**src/rtl/uart_tx.sv**
```systemverilog
// 8N1 UART transmitter: accepts a byte when idle, shifts it out LSB-first, one bit per SAMPLING_COUNTER_LIMIT baud ticks.
// Line drops to start one clock after accept; ready stays low until the last stop bit ends; valid while busy is ignored.
module uart_tx #(
  parameter int DATA_WIDTH             = 8,
  parameter int SAMPLING_COUNTER_LIMIT = 16,
  parameter int STOP_BITS              = 1
) (
  input  logic                  I_sys_clk,
  input  logic                  I_rst_n,
  input  logic                  I_baud_tick,
  input  logic [DATA_WIDTH-1:0] I_write_data,
  input  logic                  I_write_data_valid,
  output logic                  o_write_ready,
  output logic                  o_tx_serial_data,
  output logic                  o_tx_done
);

  localparam int TW = $clog2(SAMPLING_COUNTER_LIMIT);
  localparam int BW = $clog2(DATA_WIDTH);

  typedef enum logic [3:0] {
    IDLE  = 4'b0001,
    START = 4'b0010,
    DATA  = 4'b0100,
    STOP  = 4'b1000
  } state_t;

  state_t                state_q, state_d;
  logic [TW-1:0]         tick_cnt_q, tick_cnt_d;
  logic [BW-1:0]         bit_cnt_q, bit_cnt_d;
  logic                  stop_cnt_q, stop_cnt_d;
  logic [DATA_WIDTH-1:0] shift_q, shift_d;
  logic                  tx_q, tx_d;
  logic                  ready_q, ready_d;
  logic                  done_q, done_d;
  logic                  bit_end;

  assign bit_end = I_baud_tick && (tick_cnt_q == TW'(SAMPLING_COUNTER_LIMIT - 1));

  always_comb begin
    state_d    = state_q;
    tick_cnt_d = tick_cnt_q;
    bit_cnt_d  = bit_cnt_q;
    stop_cnt_d = stop_cnt_q;
    shift_d    = shift_q;
    tx_d       = tx_q;
    ready_d    = ready_q;
    done_d     = 1'b0;

    // Tick counter only advances inside a frame and wraps exactly at bit boundaries.
    if (state_q != IDLE && I_baud_tick) begin
      tick_cnt_d = bit_end ? '0 : tick_cnt_q + 1'b1;
    end

    case (state_q)
      IDLE: begin
        tx_d    = 1'b1;
        ready_d = 1'b1;
        if (I_write_data_valid && ready_q) begin
          shift_d    = I_write_data;
          tick_cnt_d = '0;
          bit_cnt_d  = '0;
          stop_cnt_d = 1'b0;
          tx_d       = 1'b0;
          ready_d    = 1'b0;
          state_d    = START;
        end
      end
      START: begin
        if (bit_end) begin
          tx_d    = shift_q[0];
          state_d = DATA;
        end
      end
      DATA: begin
        if (bit_end) begin
          if (bit_cnt_q == BW'(DATA_WIDTH - 1)) begin
            bit_cnt_d = '0;
            tx_d      = 1'b1;
            state_d   = STOP;
          end else begin
            bit_cnt_d = bit_cnt_q + 1'b1;
            shift_d   = shift_q >> 1;
            tx_d      = shift_d[0];
          end
        end
      end
      STOP: begin
        if (bit_end) begin
          if (stop_cnt_q == 1'(STOP_BITS - 1)) begin
            stop_cnt_d = 1'b0;
            done_d     = 1'b1;
            ready_d    = 1'b1;
            tx_d       = 1'b1;
            state_d    = IDLE;
          end else begin
            stop_cnt_d = stop_cnt_q + 1'b1;
          end
        end
      end
      default: begin
        tick_cnt_d = '0;
        bit_cnt_d  = '0;
        stop_cnt_d = 1'b0;
        tx_d       = 1'b1;
        ready_d    = 1'b1;
        state_d    = IDLE;
      end
    endcase
  end

  always_ff @(posedge I_sys_clk or negedge I_rst_n) begin
    if (!I_rst_n) begin
      state_q    <= IDLE;
      tick_cnt_q <= '0;
      bit_cnt_q  <= '0;
      stop_cnt_q <= 1'b0;
      shift_q    <= '0;
      tx_q       <= 1'b1;
      ready_q    <= 1'b1;
      done_q     <= 1'b0;
    end else begin
      state_q    <= state_d;
      tick_cnt_q <= tick_cnt_d;
      bit_cnt_q  <= bit_cnt_d;
      stop_cnt_q <= stop_cnt_d;
      shift_q    <= shift_d;
      tx_q       <= tx_d;
      ready_q    <= ready_d;
      done_q     <= done_d;
    end
  end

  assign o_write_ready    = ready_q;
  assign o_tx_serial_data = tx_q;
  assign o_tx_done        = done_q;

endmodule

```
**config.mk**
```make
export PLATFORM = sky130hd
export DESIGN_NAME = uart_tx
export DESIGN_NICKNAME = d
export VERILOG_FILES = /design/src/rtl/uart_tx.sv
export SDC_FILE = /design/constraint.sdc
export NUM_CORES = 1
export LEC_CHECK = 0
export ABC_AREA = 1
export CORE_MARGIN = 5
export CORE_UTILIZATION = 49
export CTS_CLUSTER_SIZE = 25
export DETAILED_ROUTE_END_ITERATION = 6
export PLACE_DENSITY = 0.74
export SETUP_SLACK_MARGIN = 0.1
export SYNTH_ARGS = -nofsm -noshare
export SYNTH_HDL_FRONTEND = slang
export SYNTH_SLANG_ARGS = --single-unit
```
**constraint.sdc**
```tcl
create_clock -name I_sys_clk -period 1.56 [get_ports I_sys_clk]
set_clock_uncertainty 0.15 [all_clocks]
set_input_delay 0.312 -clock I_sys_clk [delete_from_list [all_inputs] [get_ports I_sys_clk]]
set_output_delay 0.312 -clock I_sys_clk [all_outputs]
set_load 0.005 [all_outputs]
```
==> results of run 1 <==
-- sequential cells by signal, indices dropped and copies added (netlist names) --
register	cells
bit_cnt_q	3
tick_cnt_q	4
shift_q	8
o_tx_done	1
state_q	4
o_write_ready	1
o_tx_serial_data	1
-- per-stage QoR --
step	cells	util (%)	hold slack, ps
finish	240	72.68	184.2
detailed placement	222	61.67	317.5
CTS	236	69.24	184.6
global placement	222	61.67	305.5
global route	240	72.68	181.8
floorplan	168	-	-133.6
-- Yosys cell counts (all sizes together) --
cell	count
nor2	23
nand3b	1
o21ai	2
xor2	2
dfstp	3
a21oi	3
nand4	1
nand3	17
nand2	78
buf	2
dfrtp	19
inv	10
nor3	3
o22ai	1
ha	3
-- worst paths after layout --
path	startpoint	to	cells after the start
hold / removal	I_rst_n	state_q[1]$_DFFE_PN0P_	2
setup / recovery	state_q[0]$_DFFE_PN1P_	shift_q[0]$_DFFE_PN0P_	7
min in group I_sys_clk	bit_cnt_q[1]$_DFFE_PN0P_	bit_cnt_q[1]$_DFFE_PN0P_	2
max in group asynchronous	I_rst_n	o_tx_serial_data$_DFFE_PN1P_	2
hold reg to reg	bit_cnt_q[1]$_DFFE_PN0P_	bit_cnt_q[1]$_DFFE_PN0P_	2
setup reg to reg	state_q[0]$_DFFE_PN1P_	shift_q[0]$_DFFE_PN0P_	7
-- kinds of logic (layout without fill, tap and decap cells) --
logic type | Yosys count | in the layout | share of synthesized area, %
DFF | 22 | 22 | 43.86
and+or+nand+nor | 123 | 124 | 44.85
xor gates and xnor gates | 2 | 2 | 1.386
AOI/OAI and AO/OA | 6 | 6 | 2.474
adders and majority gates | 3 | 3 | 2.971
buffers and inverters | 12 | 53 | 4.455
-- placed cells by master (no fill, tap or decap), drive strengths merged --
cell	n
a21oi	3
buf	25
clkbuf	5
clkdlybuf4s50	11
clkinvlp	1
dfrtp	19
dfstp	3
dlygate4sd2	1
ha	3
inv	10
nand2	79
nand3	17
nand3b	1
nand4	1
nor2	23
nor3	3
o21ai	2
o22ai	1
xor2	2
-- worst register-to-register path, delay by kind of cell (launching register included) --
kind / cells / cell delay (ps)
buffers and inverters: 2 / 220
AND/OR/NAND/NOR: 5 / 550
flip-flops: 1 / 560
-- repair_timing --
item	CTS	global route
gates cloned	2	0
pin swaps	8	5
resized for setup	30	18
endpoints found under the setup margin	22	21
hold buffers	0	0
setup buffers	8	4
-- metal layers --
layer  GRT usage, %  vias up  share of wire [%]
li1               -      614                  -
met1          24.83      603                 39
met2          37.25       60                 54
met3          2.340       12                5.6
met4          7.740        0                1.9
met5              0        -                  0
-- layout make-up --
cell class,count,area [µm²]
clock buffer,4,36.28
timing repair inverter,1,7.507
multi-input combinational,135,794.5
sequential,22,555.5
inverter,10,40.04
tap,30,37.54
fill,186,676.9
timing repair buffer,38,329.1
-- where the power goes --
part,leakage [nW],internal [mW],switching [mW]
registers,0.280,0.795,0.147
clock network,0.0210,0.142,0.178
logic,0.622,0.728,1.11
==> results by group, run 1 <==
Synthesis
  – Cell taking the most area after synthesis: dfrtp_1
  – Mapped Avg Cell Area: between 7 and 8 µm²
  – Synth cell types: 25
  – Synth area leaders: dfrtp_1 (38%), nand2_1 (21%), nand3_1 (6.3%), dfstp_2 (6.2%), nor2_1 (5.3%)
  – Post-synthesis sequential area ratio: 43.86%
  – Synthesized Nets: roughly 180
  – Top cell type's share of synthesized area: 37.62%
  – Yosys reg bits: 22
  – YS warnings: 0
  – Post-synthesis cell count: 168
  – Post-Synthesis Cell Area: between 1000 and 1500 µm²

Critical path
  – CP peak stage delay: 560 ps
  – CP Cell Sequence: inv_2, nor2_4, nand3_4, nand2_4, clkinvlp_4, nand3_2, nand2_1
  – Crit path kind: reg -> reg
  – Slowest cell on the critical path: dfstp_2
  – CP Max Fanout: 4
  – Reg2reg setup slack: -30 ps
  – Req. time, crit path: between 1500 and 2000 ps
  – Worst Path Buf+Inv: 2
  – Setup crit end kind: flop
  – Data arrival time of the critical path: about 1700 ps
  – Delay-heaviest family, CP: flip-flops
  – Startpoint class of the critical path: flop

Timing
  – RSZ-0062 raised after global routing: yes
  – Max_slew headroom: between 80 and 90%
  – Final WS setup: -28.36 ps
  – Clock period minus worst slack: approximately 1600 ps
  – Least-Margin Pin Slew: about 220 ps
  – Total negative slack: -58.51 ps
  – Final count of pins violating max slew: 0
  – F_max: ~0.63 GHz
  – Final hold vios: 0
  – Final setup fails: 6
  – Final period utilization: 101.8%

Floorplanning
  – Core Area: 2477 µm²
  – Initial Util: around half
  – Die height: 60.79 µm
  – I/O pin count: 15
  – Chip width: 60.79 µm
  – Row count: 18
  – Die Footprint: about 3700 µm²

Pwr
  – Pwr Total: slightly above 3 mW
  – VDD IR max: 1.090 mV
  – Pleak: between 0.9 and 1 nW
  – PwrDens: 1721 nW/µm²

Clock tree
  – Clock Latency Late Sink: 310 ps
  – Clock input transition at the sequential cells of the worst setup and hold paths: about 130 ps
  – H-tree depth: 1
  – Clock Tree Root: clkbuf_4
  – CTS tree: done
  – CTS Sinks: 22
  – Clock buffer depth: 2
  – CTS buffer count: 3

GRT
  – Grt ovf: 0
  – Total GRT Usage: about 21%
  – Initial antenna violation count: 0
  – First-pass GRT wire length: around 5.7 mm
  – Largest net degree at the start of global routing: 23
  – Number of global-route vias before repair: 1352

Route
  – Starting DRT DRC Count: 50
  – Vias: 1289
  – DRT Pass-1 Iters: 4
  – Routed wire length per instance: 13.88 µm
  – Vias per cell: 5.371
  – DRC viols: 0
  – Post-route antenna net violation count: 0
  – WL final: ~3.3 mm

Status
  – Failing checks: setup timing
  – Outcome: finished, violations left

Flow run
  – Maxcap violations: 0

Placed design
  – GPL Wtd Cong: roughly 0.81
  – Dpl ws: -249.3 ps
  – Placed Area: between 1500 and 2000 µm²
  – DPL Wire Length: a little under 2 mm
  – Port Buffers: 14

Final layout
  – Final instance area: between 1500 and 2000 µm²
  – Share of layout cells above drive strength 1: just under 40%
  – N_diodes: 0
  – Nets@finish: approximately 230
  – Area Overhead vs Synth: 42.48%

Hold path
  – Hold WC Path Type: in -> async
(Power assumes the default switching activity.)
==> inputs of run 2 (changes only) <==
--- a/config.mk
+++ b/config.mk
@@ -6,11 +6,14 @@
 export NUM_CORES = 1
 export LEC_CHECK = 0
 export ABC_AREA = 1
+export ABC_CLOCK_PERIOD_IN_PS = 1560
+export CAP_MARGIN = 0
 export CORE_MARGIN = 5
 export CORE_UTILIZATION = 49
 export CTS_CLUSTER_SIZE = 25
 export DETAILED_ROUTE_END_ITERATION = 6
 export PLACE_DENSITY = 0.74
+export REMOVE_ABC_BUFFERS = 1
 export SETUP_SLACK_MARGIN = 0.1
 export SYNTH_ARGS = -nofsm -noshare
 export SYNTH_HDL_FRONTEND = slang
==> run 2 against run 1 <==
Net effect: the run still ends with setup timing left; critical path depth stayed put; sequential share of layout area decreased by 2.8 points; flip-flop and latch count unchanged; die area did not move; final area up 10%; critical path type unchanged; largest cell class unchanged; highest routed layer unchanged.
==> results by group, run 2 (synthesis gave the netlist of run 1 again) <==
Status
  – Outcome: finished, violations left
  – Failing checks: setup timing

Floorplanning
  – Chip width: 60.79 µm (unchanged)
  – Initial Util: 51.01% (unchanged)
  – Row count: 18 (unchanged)
  – Core Area: 2477 µm² (unchanged)
  – Die height: 60.79 µm (unchanged)
  – I/O pin count: 15 (unchanged)
  – Die Footprint: 3695 µm² (unchanged)

Route
  – Starting DRT DRC Count: 64 (+28%)
  – DRT Pass-1 Iters: 4 (unchanged)
  – WL final: 3.617 mm (+8.6%)
  – DRC viols: 0 (unchanged)
  – Routed wire length per instance: 14.88 µm (+7.2%)
  – Post-route antenna net violation count: 0 (unchanged)
  – Vias: 1326 (+2.9%)
  – Vias per cell: 5.457 (+1.6%)

GRT
  – Initial antenna violation count: 0 (unchanged)
  – Number of global-route vias before repair: 1295 (-4.2%)
  – Largest net degree at the start of global routing: 23 (unchanged)
  – Grt ovf: 0 (unchanged)
  – First-pass GRT wire length: 5.761 mm (+0.49%)
  – Total GRT Usage: 20.55% (about the same)

Placed design
  – GPL Wtd Cong: 0.7899 (-2.8%)
  – Dpl ws: -236.1 ps (+13.26 ps)
  – Placed Area: 1530 µm² (+0.16%)
  – DPL Wire Length: 1.943 mm (-0.69%)
  – Port Buffers: 14 (unchanged)

Critical path
  – Reg2reg setup slack: -20 ps (about the same)
  – Req. time, crit path: 1630 ps (about the same)
  – CP Cell Sequence: inv_2, nor2_4, nand3_4, nand2_8, clkinvlp_4, nand3_2, nand2_1
  – Delay-heaviest family, CP: flip-flops
  – Worst Path Buf+Inv: 2 (unchanged)
  – Crit path kind: reg -> reg
  – Startpoint class of the critical path: flop
  – CP peak stage delay: 570 ps (about the same)
  – Slowest cell on the critical path: dfstp_2
  – Setup crit end kind: flop
  – Data arrival time of the critical path: 1650 ps (about the same)
  – CP Max Fanout: 5 (+1)

Final layout
  – Area Overhead vs Synth: 57.23%
  – Biggest regs: shift_q: 8 flops, state_q: 4 flops, tick_cnt_q: 4 flops
  – Nets@finish: 229 (+1.3%)
  – Largest register FFs: 8 (unchanged)
  – Most frequent cells in the layout: nand2_1 (55), dfrtp_1 (16), buf_4 (14)
  – Share of layout cells above drive strength 1: 48.36% (+9.3 points)
  – Reg with most FFs: shift_q
  – Most common cell after layout, fill and taps aside: nand2_1
  – N_diodes: 0 (unchanged)
  – Final instance area: 1987 µm² (+10%)

Pwr
  – Pleak: 0.9669 nW (+4.8%)
  – VDD IR max: 1.299 mV (+19%)
  – PwrDens: 1805 nW/µm² (+4.9%)

Clock tree
  – H-tree depth: 1 (unchanged)
  – Clock buffer depth: 2 (unchanged)
  – Hold Buf Count CTS: 0 (unchanged)
  – CTS tree: done
  – Clock Latency Late Sink: 310 ps (about the same)
  – Clock Tree Root: clkbuf_4
  – Clock input transition at the sequential cells of the worst setup and hold paths: 130 ps (about the same)
  – CTS buffer count: 3 (unchanged)
  – CTS Sinks: 22 (unchanged)

Timing
  – Max_slew headroom: 80.66% (-4.4 points)
  – Final setup fails: 5 (-1)
  – Clock period minus worst slack: 1577 ps (-11.34 ps)
  – RSZ-0062 raised after global routing: yes
  – F_max: 0.6341 GHz (+0.72%)
  – Final period utilization: 101.1% (-0.73 points)
  – Final count of pins violating max slew: 0 (unchanged)
  – Final hold vios: 0 (unchanged)
  – Least-Margin Pin Slew: 290.0 ps (+67.17 ps)
  – Final WS setup: -17.02 ps (+11.34 ps)

Hold path
  – Hold WC Path Type: in -> async

Flow run
  – Maxcap violations: 0 (unchanged)
run 2: what timing repair did:
| action | in CTS | in global routing |
|---|---|---|
| endpoints found under the setup margin | 22 | 22 |
| pin swaps | 15 | 12 |
| setup buffers | 9 | 5 |
| gates resized for setup | 60 | 28 |
| cloned | 2 | 0 |
run 2: final timing paths:
kind                                                endpoint  cells after the start                     start
worst min register to register      bit_cnt_q[1]$_DFFE_PN0P_                      2  bit_cnt_q[1]$_DFFE_PN0P_
worst max register to register        shift_q[1]$_DFFE_PN0P_                      7    state_q[0]$_DFFE_PN1P_
max in group asynchronous       o_tx_serial_data$_DFFE_PN1P_                      2                   I_rst_n
worst max-delay path                  shift_q[1]$_DFFE_PN0P_                      7    state_q[0]$_DFFE_PN1P_
worst min-delay path                     o_tx_done$_DFF_PN0_                      2                   I_rst_n
min in group I_sys_clk              bit_cnt_q[1]$_DFFE_PN0P_                      2  bit_cnt_q[1]$_DFFE_PN0P_
run 2: layer usage:
layer	vias to the layer above	routed length (µm)	share of wire [%]	global-route usage, %
met5	-	0	0	0
met4	0	105	2.9	7.121
met3	13	205	5.7	3.404
met2	47	1880	52	36.79
met1	636	1426	39	24.80
li1	630	-	-	-
run 2: layout make-up:
class,count,area (µm²)
sequential,22,558.0
clock buffer,4,36.28
timing repair buffer,41,389.1
timing repair inverter,1,7.507
tap,30,37.54
multi-input combinational,135,915.9
inverter,10,42.54
fill,152,490.5
run 2: per-stage QoR:
stage	TNS [ps]	std cells	power (mW)	utilization, %	hold WS (ps)
after floorplan	0	166	1.864	-	-133.6
after global placement	-2657	224	2.234	61.77	305.4
after detailed placement	-2986	224	2.271	61.77	313.3
after CTS	0	239	3.244	74.90	188.8
after global routing	-836.6	243	3.844	80.20	200.1
final	-51.94	243	3.586	80.20	178.6
run 2: power breakdown:
part / switching [mW] / internal, mW / total (mW)
registers: 0.175 / 0.801 / 0.976
logic: 1.30 / 0.983 / 2.28
clock network: 0.184 / 0.143 / 0.326
total: 1.66 / 1.93 / 3.59
==> inputs of run 3 (changes only) <==
--- a/config.mk
+++ b/config.mk
@@ -6,13 +6,13 @@
 export NUM_CORES = 1
 export LEC_CHECK = 0
 export ABC_AREA = 1
-export ABC_CLOCK_PERIOD_IN_PS = 1560
+export ABC_CLOCK_PERIOD_IN_PS = 2000
 export CAP_MARGIN = 0
 export CORE_MARGIN = 5
-export CORE_UTILIZATION = 49
+export CORE_UTILIZATION = 58
 export CTS_CLUSTER_SIZE = 25
 export DETAILED_ROUTE_END_ITERATION = 6
-export PLACE_DENSITY = 0.74
+export PLACE_DENSITY = 0.82
 export REMOVE_ABC_BUFFERS = 1
 export SETUP_SLACK_MARGIN = 0.1
 export SYNTH_ARGS = -nofsm -noshare
==> constraint.sdc (replaced) <==
create_clock -name I_sys_clk -period 2 [get_ports I_sys_clk]
set_clock_uncertainty 0.15 [all_clocks]
set_input_delay 0.4 -clock I_sys_clk [delete_from_list [all_inputs] [get_ports I_sys_clk]]
set_output_delay 0.4 -clock I_sys_clk [all_outputs]
set_load 0.005 [all_outputs]
==> run 3 against run 2 <==
Net effect: the flow now finishes without violations; cell count down 11%; critical path depth down 6; non-clock buffer count down 22; clock power down 37%; final area down 25%; sequential share of layout area up 9.1 points; core utilization down 6.5 points; critical path type is now reg -> out; largest cell class unchanged; highest routed layer unchanged.
==> results by group, run 3 (synthesis gave the netlist of run 1 again) <==
Critical path
  – Reg2reg setup slack: 350 ps (+370 ps)
  – CP Max Fanout: 1 (-4)
  – CP Cell Sequence: clkdlybuf4s50_1
  – Slowest cell on the critical path: clkdlybuf4s50_1
  – Data arrival time of the critical path: 1150 ps (-500 ps)
  – Req. time, crit path: 1450 ps (-180 ps)
  – Delay-heaviest family, CP: buffers and inverters
  – R2R cell count: 10 (+3)
  – R2r startpoint: tick_cnt_q[0]$_DFF_PN0_
  – CP peak stage delay: 490 ps (-80 ps)
  – Setup crit end kind: primary output
  – Worst Path Buf+Inv: 1 (-1)
  – Crit path kind: reg -> out
  – Crit Reg-Reg Endpoint: shift_q[7]$_DFFE_PN0P_
  – Startpoint class of the critical path: flop

Status
  – Outcome: completed

Timing
  – Least-Margin Pin Slew: 292.7 ps (+2.668 ps)
  – Total negative slack: 0 ps (+51.94 ps)
  – Clock period minus worst slack: 1698 ps
  – Final count of pins violating max slew: 0 (unchanged)
  – Worst hold slack: 291.1 ps (+112.5 ps)
  – Final setup fails: 0 (-5)
  – Max_slew headroom: 80.49% (-0.18 points)
  – Final period utilization: between 80% and 90%
  – RSZ-0062 raised after global routing: no
  – Final hold vios: 0 (unchanged)
  – F_max: between 0.5 and 0.6 GHz

Clock tree
  – CTS buffer count: 3 (unchanged)
  – CTS Sinks: 22 (unchanged)
  – Clock Tree Root: clkbuf_4
  – CTS tree: done
  – Clock buffer depth: 2 (unchanged)
  – Hold Buf Count CTS: 0 (unchanged)
  – H-tree depth: 1 (unchanged)
  – Clock Latency Late Sink: 300 ps (about the same)
  – Clock input transition at the sequential cells of the worst setup and hold paths: 130 ps (about the same)

Final layout
  – N_diodes: 0 (unchanged)
  – Biggest regs: shift_q: 8 flops, state_q: 4 flops, tick_cnt_q: 4 flops
  – Largest register FFs: 8 (unchanged)
  – Final instance area: 1490 µm² (-25%)
  – Most common cell after layout, fill and taps aside: nand2_1
  – Nets@finish: 205 (-10%)
  – Most frequent cells in the layout: nand2_1 (71), dfrtp_1 (19), nor2_1 (18)
  – Share of layout cells above drive strength 1: 14.81% (-34 points)
  – Reg with most FFs: shift_q
  – Area Overhead vs Synth: 17.92%

Pwr
  – Pleak: 0.7972 nW (-18%)
  – VDD IR max: 0.9926 mV (-24%)
  – PwrDens: 1290 nW/µm² (-29%)

Floorplanning
  – Row count: 16 (-2)
  – I/O pin count: 15 (unchanged)
  – Core Area: 2022 µm² (-18%)
  – Die height: 56.68 µm (-6.8%)
  – Initial Util: 62.50% (+11 points)
  – Chip width: 56.68 µm (-6.8%)
  – Die Footprint: 3212 µm² (-13%)

Flow run
  – Maxcap violations: 0 (unchanged)

GRT
  – M1 GR Usage: 25.29% (+0.48 points)
  – First-pass GRT wire length: 4.740 mm (-18%)
  – Total GRT Usage: 18.44% (-2.1 points)
  – Grt ovf: 0 (unchanged)
  – Grt peak-use layer: met2
  – Met2 Use GR: 29.04% (-7.8 points)
  – GR met3 Demand/Resource: 2.752% (-0.65 points)
  – Initial antenna violation count: 0 (unchanged)
  – Largest net degree at the start of global routing: 23 (unchanged)
  – Number of global-route vias before repair: 1094 (-16%)

Placed design
  – Placed Area: 1451 µm² (-5.2%)
  – DPL Wire Length: 2.038 mm (+4.9%)
  – GPL Wtd Cong: 0.8841 (+12%)
  – Port Buffers: 14 (unchanged)

Route
  – Vias per cell: 5.213 (-4.5%)
  – Vias: 1126 (-15%)
  – Post-route antenna net violation count: 0 (unchanged)
  – DRC viols: 0 (unchanged)
  – Routed wire length per instance: 12.21 µm (-18%)
  – WL final: 2.637 mm (-27%)
  – Starting DRT DRC Count: 31 (-52%)
  – DRT Pass-1 Iters: 4 (unchanged)

Hold path
  – Hold WC Path Type: in -> async
==> run 3: per-layer routing <==
metal,part of all wire (%),vias to the layer above
met4,1.7,0
met3,3.5,4
li1,-,575
met2,49,21
met1,45,526
met5,0,-
==> run 3: area by class of cell <==
cell class                 count  area [µm²]
multi-input combinational    134       653.1
sequential                    22       554.3
fill                         167       531.8
timing repair buffer          19       182.7
inverter                      10       40.04
tap                           27       33.78
clock buffer                   4       26.28
==> run 3: worst max path at each step <==
stage,depth (start not counted),endpoint,slack [ps],start
2_1_floorplan,9,shift_q[7]$_DFFE_PN0P_,470,state_q[3]$_DFFE_PN0P_
3_3_place_gp,10,shift_q[7]$_DFFE_PN0P_,120,I_baud_tick
3_5_place_dp,10,shift_q[7]$_DFFE_PN0P_,50,I_baud_tick
4_1_cts,1,o_tx_serial_data,100,o_tx_serial_data$_DFFE_PN1P_
5_1_grt,9,shift_q[3]$_DFFE_PN0P_,160,state_q[3]$_DFFE_PN0P_
6_report,1,o_tx_done,300,o_tx_done$_DFF_PN0_
==> run 3: repair_timing <==
| item | 4_1_cts | 5_1_grt |
|---|---|---|
| pin swaps | 0 | 0 |
| buffers inserted | 1 | 0 |
| setup endpoints to repair | 1 | 2 |
| gates resized for setup | 0 | 2 |
==> run 3: power by group <==
part	switching [mW]	internal, mW	total, mW
registers	0.115	0.619	0.734
clock network	0.127	0.0775	0.204
logic	0.628	0.356	0.984
==> run 3: per-stage QoR <==
| stage | power, mW | setup WS (ps) | cells | util [%] |
|---|---|---|---|---|
| floorplan | 1.454 | 465.1 | 166 | - |
| global placement | 1.669 | 120.2 | 211 | 71.78 |
| detailed placement | 1.721 | 49.34 | 211 | 71.78 |
| CTS | 1.940 | 104.0 | 216 | 73.45 |
| global route | 2.121 | 158.3 | 216 | 73.70 |
| finish | 1.923 | 302.2 | 216 | 73.70 |
==> RTL edit 1, RTL diff (flow settings as in run 2) <==
Set the parameter `DATA_WIDTH` to 16 (it was 8).
--- a/src/rtl/uart_tx.sv
+++ b/src/rtl/uart_tx.sv
@@ -2,5 +2,5 @@
 // Line drops to start one clock after accept; ready stays low until the last stop bit ends; valid while busy is ignored.
 module uart_tx #(
-  parameter int DATA_WIDTH             = 8,
+  parameter int DATA_WIDTH             = 16,
   parameter int SAMPLING_COUNTER_LIMIT = 16,
   parameter int STOP_BITS              = 1
Interface: changed (resized I_write_data); port bits go from 15 to 23. No check against the original RTL was run, so the function may have changed too.
==> RTL edit 1 against run 2 <==
  * The run still ends with negative setup slack left
  * Non-clock buffer count increased by 16
  * Power increased by 37%
  * Largest power group unchanged
  * Worst setup slack got worse by 0.030 ns
  * Sequential power grew 42%
  * Synthesized area rose by 42%
  * Routed wire length up 26%
  * Sequential cell count up 9
  * Largest cell class unchanged
  * Design area increased by 34%
==> RTL edit 1: results (changes against run 2) <==
status=finished, violations left; failing checks=negative setup slack; Final setup viols=18 (+13); post-detail-place hpwl=2840 um (+46%); sequential element share of the synthesized area=0.433 (-0.00537); r2r endpoint=shift_q[15]; max_slew headroom=0.845 (+0.0383); Post-synth top cells=nand2_1, dfrtp_1, nand3_1; met3 usage=0.0511 (+0.0171); wire per inst=13.0 um (-12%); Num CTS Buffers=5 (+2); Fillers=264 (+74%); R2R depth=8 (+1); via count=1748 (+32%); max FFs per register=16 (+8); GR Util met1=0.220 (-0.0284); vias in the first global route=1584 (+22%); crit-path max FO=9 (+4); first-pass GRT wire length=7080 um (+23%); GRT Total Usage=0.179 (-0.0262); PortBufs=22 (+8); setup slack after layout=-0.0470 ns (-0.0300 ns); placed insts=334 (+49%); largest net degree at the start of global routing=32 (+39%); layout cells sized above 1=0.389 (-0.0941); clk slew on worst S/H paths=0.07 ns (-0.06 ns); largest cells by area after synthesis=dfrtp_1, nand2_1, nand3_1; wire length on met2=2410 um (+28%); vias per cell=4.98 (-8.7%); Static Leak=1.36 nW (+41%); metal3 WL=217 um (+5.9%); peak supply drop=0.743 mV (-43%)
RTL edit 1: power breakdown:
group | switching (mW) | leakage, nW | total, mW | internal [mW]
Clock | 0.294 | 0.0515 | 0.696 | 0.402
Combinational | 1.61 | 0.921 | 2.81 | 1.21
Sequential | 0.241 | 0.390 | 1.39 | 1.15
Total | 2.14 | 1.36 | 4.90 | 2.76
RTL edit 1: layout make-up:
cell class / count / share of cell area
Multi-Input combinational cell: 192 / 0.428
Tap cell: 48 / 0.0225
Inverter: 15 / 0.0220
Timing Repair Buffer: 57 / 0.197
Sequential cell: 31 / 0.293
Clock buffer: 8 / 0.0375
RTL edit 1: through the flow:
step / hold slack (ns) / area [um2] / setup TNS [ns]
CTS: 0.250 / 2470 / -0.127
global placement: 0.307 / 2240 / -6.59
global route: 0.259 / 2670 / -2.15
finish: 0.238 / 2670 / -0.403
detailed placement: 0.309 / 2240 / -7.46
floorplan: -0.134 / 1750 / -2.20
RTL edit 1: logic make-up after synthesis:
logic type,share of synthesized area
DFF,0.433
xor gates and xnor gates,0.00974
and+or+nand+nor,0.462
AOI/OAI and AO/OA,0.0243
adders and majority gates,0.0139
buffers and inverters,0.0563
RTL edit 1: repair_timing:
item | in CTS | in global routing
setup buffers | 5 | 4
pin swaps | 8 | 17
gates resized for setup | 40 | 46
setup endpoints to repair | 33 | 31
hold endpoints to repair | 0 | 0
RTL edit 1: worst max path at each step:
stage / cells after the start / endpoint
final: 8 / shift_q[15]
after global routing: 8 / shift_q[15]
after detailed placement: 8 / shift_q[9]
after global placement: 8 / shift_q[2]
after CTS: 8 / shift_q[15]
after floorplan: 7 / shift_q[0]
==> RTL edit 2, RTL diff (config.mk and constraints of run 2) <==
Without the edit above. Take the reset off `shift_q` and load it in a clocked block of its own.
--- a/src/rtl/uart_tx.sv
+++ b/src/rtl/uart_tx.sv
@@ -116,5 +116,4 @@
       bit_cnt_q  <= '0;
       stop_cnt_q <= 1'b0;
-      shift_q    <= '0;
       tx_q       <= 1'b1;
       ready_q    <= 1'b1;
@@ -125,9 +124,12 @@
       bit_cnt_q  <= bit_cnt_d;
       stop_cnt_q <= stop_cnt_d;
-      shift_q    <= shift_d;
       tx_q       <= tx_d;
       ready_q    <= ready_d;
       done_q     <= done_d;
     end
+  end
+
+  always_ff @(posedge I_sys_clk) begin
+    shift_q <= shift_d;
   end
 
Check against the original RTL: same outputs for any inputs over 10 cycles, from zero or initial values and one cycle with I_rst_n low; that may be too few to reach the edited logic, so the function may still have changed.
==> RTL edit 2 against run 2 <==
  * The flow still finishes with violations (negative setup slack)
  * Sequential cell count is the same
  * Routed wire length up 2.2%
  * Final cell count fell by 4.1%
  * Core utilization shrank 1.4 points
  * Power decreased by 16%
  * Count of clock-buffer cells in the layout fell by 1
  * Critical path depth down 1
  * Worst hold slack got worse by 0.055 ns
  * Via count decreased by 7.0%
  * Worst setup slack got worse by 0.096 ns
  * Synthesized area decreased by 4.7%
  * Design area fell by 4.5%
  * Critical path type unchanged
  * Largest cell class unchanged
  * Largest power group unchanged
  * Highest routed layer unchanged
==> RTL edit 2: results (changes against run 2) <==
Final setup viols=16 (+11); peak supply drop=1.07 mV (-17%); P_comb=1.57 mW (-31%); XOR/XNOR Fraction of Synth Area=0.00727 (-0.00659); Multi-input gate area=723 um2 (-21%); setup slack after layout=-0.113 ns (-0.0962 ns); placed insts=218 (-2.7%); fin cells=233 (-4.1%); vias per cell=5.29 (-3.0%); failing checks=negative setup slack; M1 WL=1570 um (+10%); met3 usage=0.0240 (-0.0101); post-detail-place hpwl=2000 um (+3.1%); max_slew headroom=0.821 (+0.0139); status=finished, violations left; gpl congestion=0.870 (+10%); Seq cells=22 (unchanged); non-clock inverter count=16 (+5); syn avg cell area=7.77 um2 (+3.3%); Detailed Route WL=3700 um (+2.2%); Post-Synth Adder-Cell Area=0.0312 (+0.00145); pre-CTS setup slack=-0.370 ns (-0.134 ns); R2R depth=6 (-1); met2 capacity usage during global routing=0.321 (-0.0466); Async SR Flop Fraction=0.636 (-0.364); Clk pwr share=0.149 (+0.058); Post-synth EDFFs=8 (+8)
[RTL edit 2: cell types whose count changed in the layout (fill, tap and decap cells not counted), moves of 4 or more]
cell,before,now
dfrtp_1,16,9
nand2_8,5,0
buf_4,14,18
inv_2,7,3
nand2_2,13,21
nand3_2,7,2
edfxtp_1,0,8
inv_1,2,11
nand2_1,55,40
[RTL edit 2: how the worst min path moves through the flow]
stage	slack, ns	cells past startpoint	from	end
after floorplan	-0.13	0	I_rst_n	bit_cnt_q[0]
after global placement	0.31	2	bit_cnt_q[1]	bit_cnt_q[1]
after detailed placement	0.33	2	o_write_ready	o_write_ready
after CTS	0.13	2	I_rst_n	state_q[1]
after global routing	0.12	2	I_rst_n	state_q[1]
final	0.12	2	I_rst_n	state_q[1]
[RTL edit 2: through the flow]
stage               total power [mW]  utilization
floorplan                       1.58            -
global placement                2.01        0.632
detailed placement              2.04        0.632
CTS                             2.71        0.703
global route                    3.16        0.788
finish                          3.01        0.788
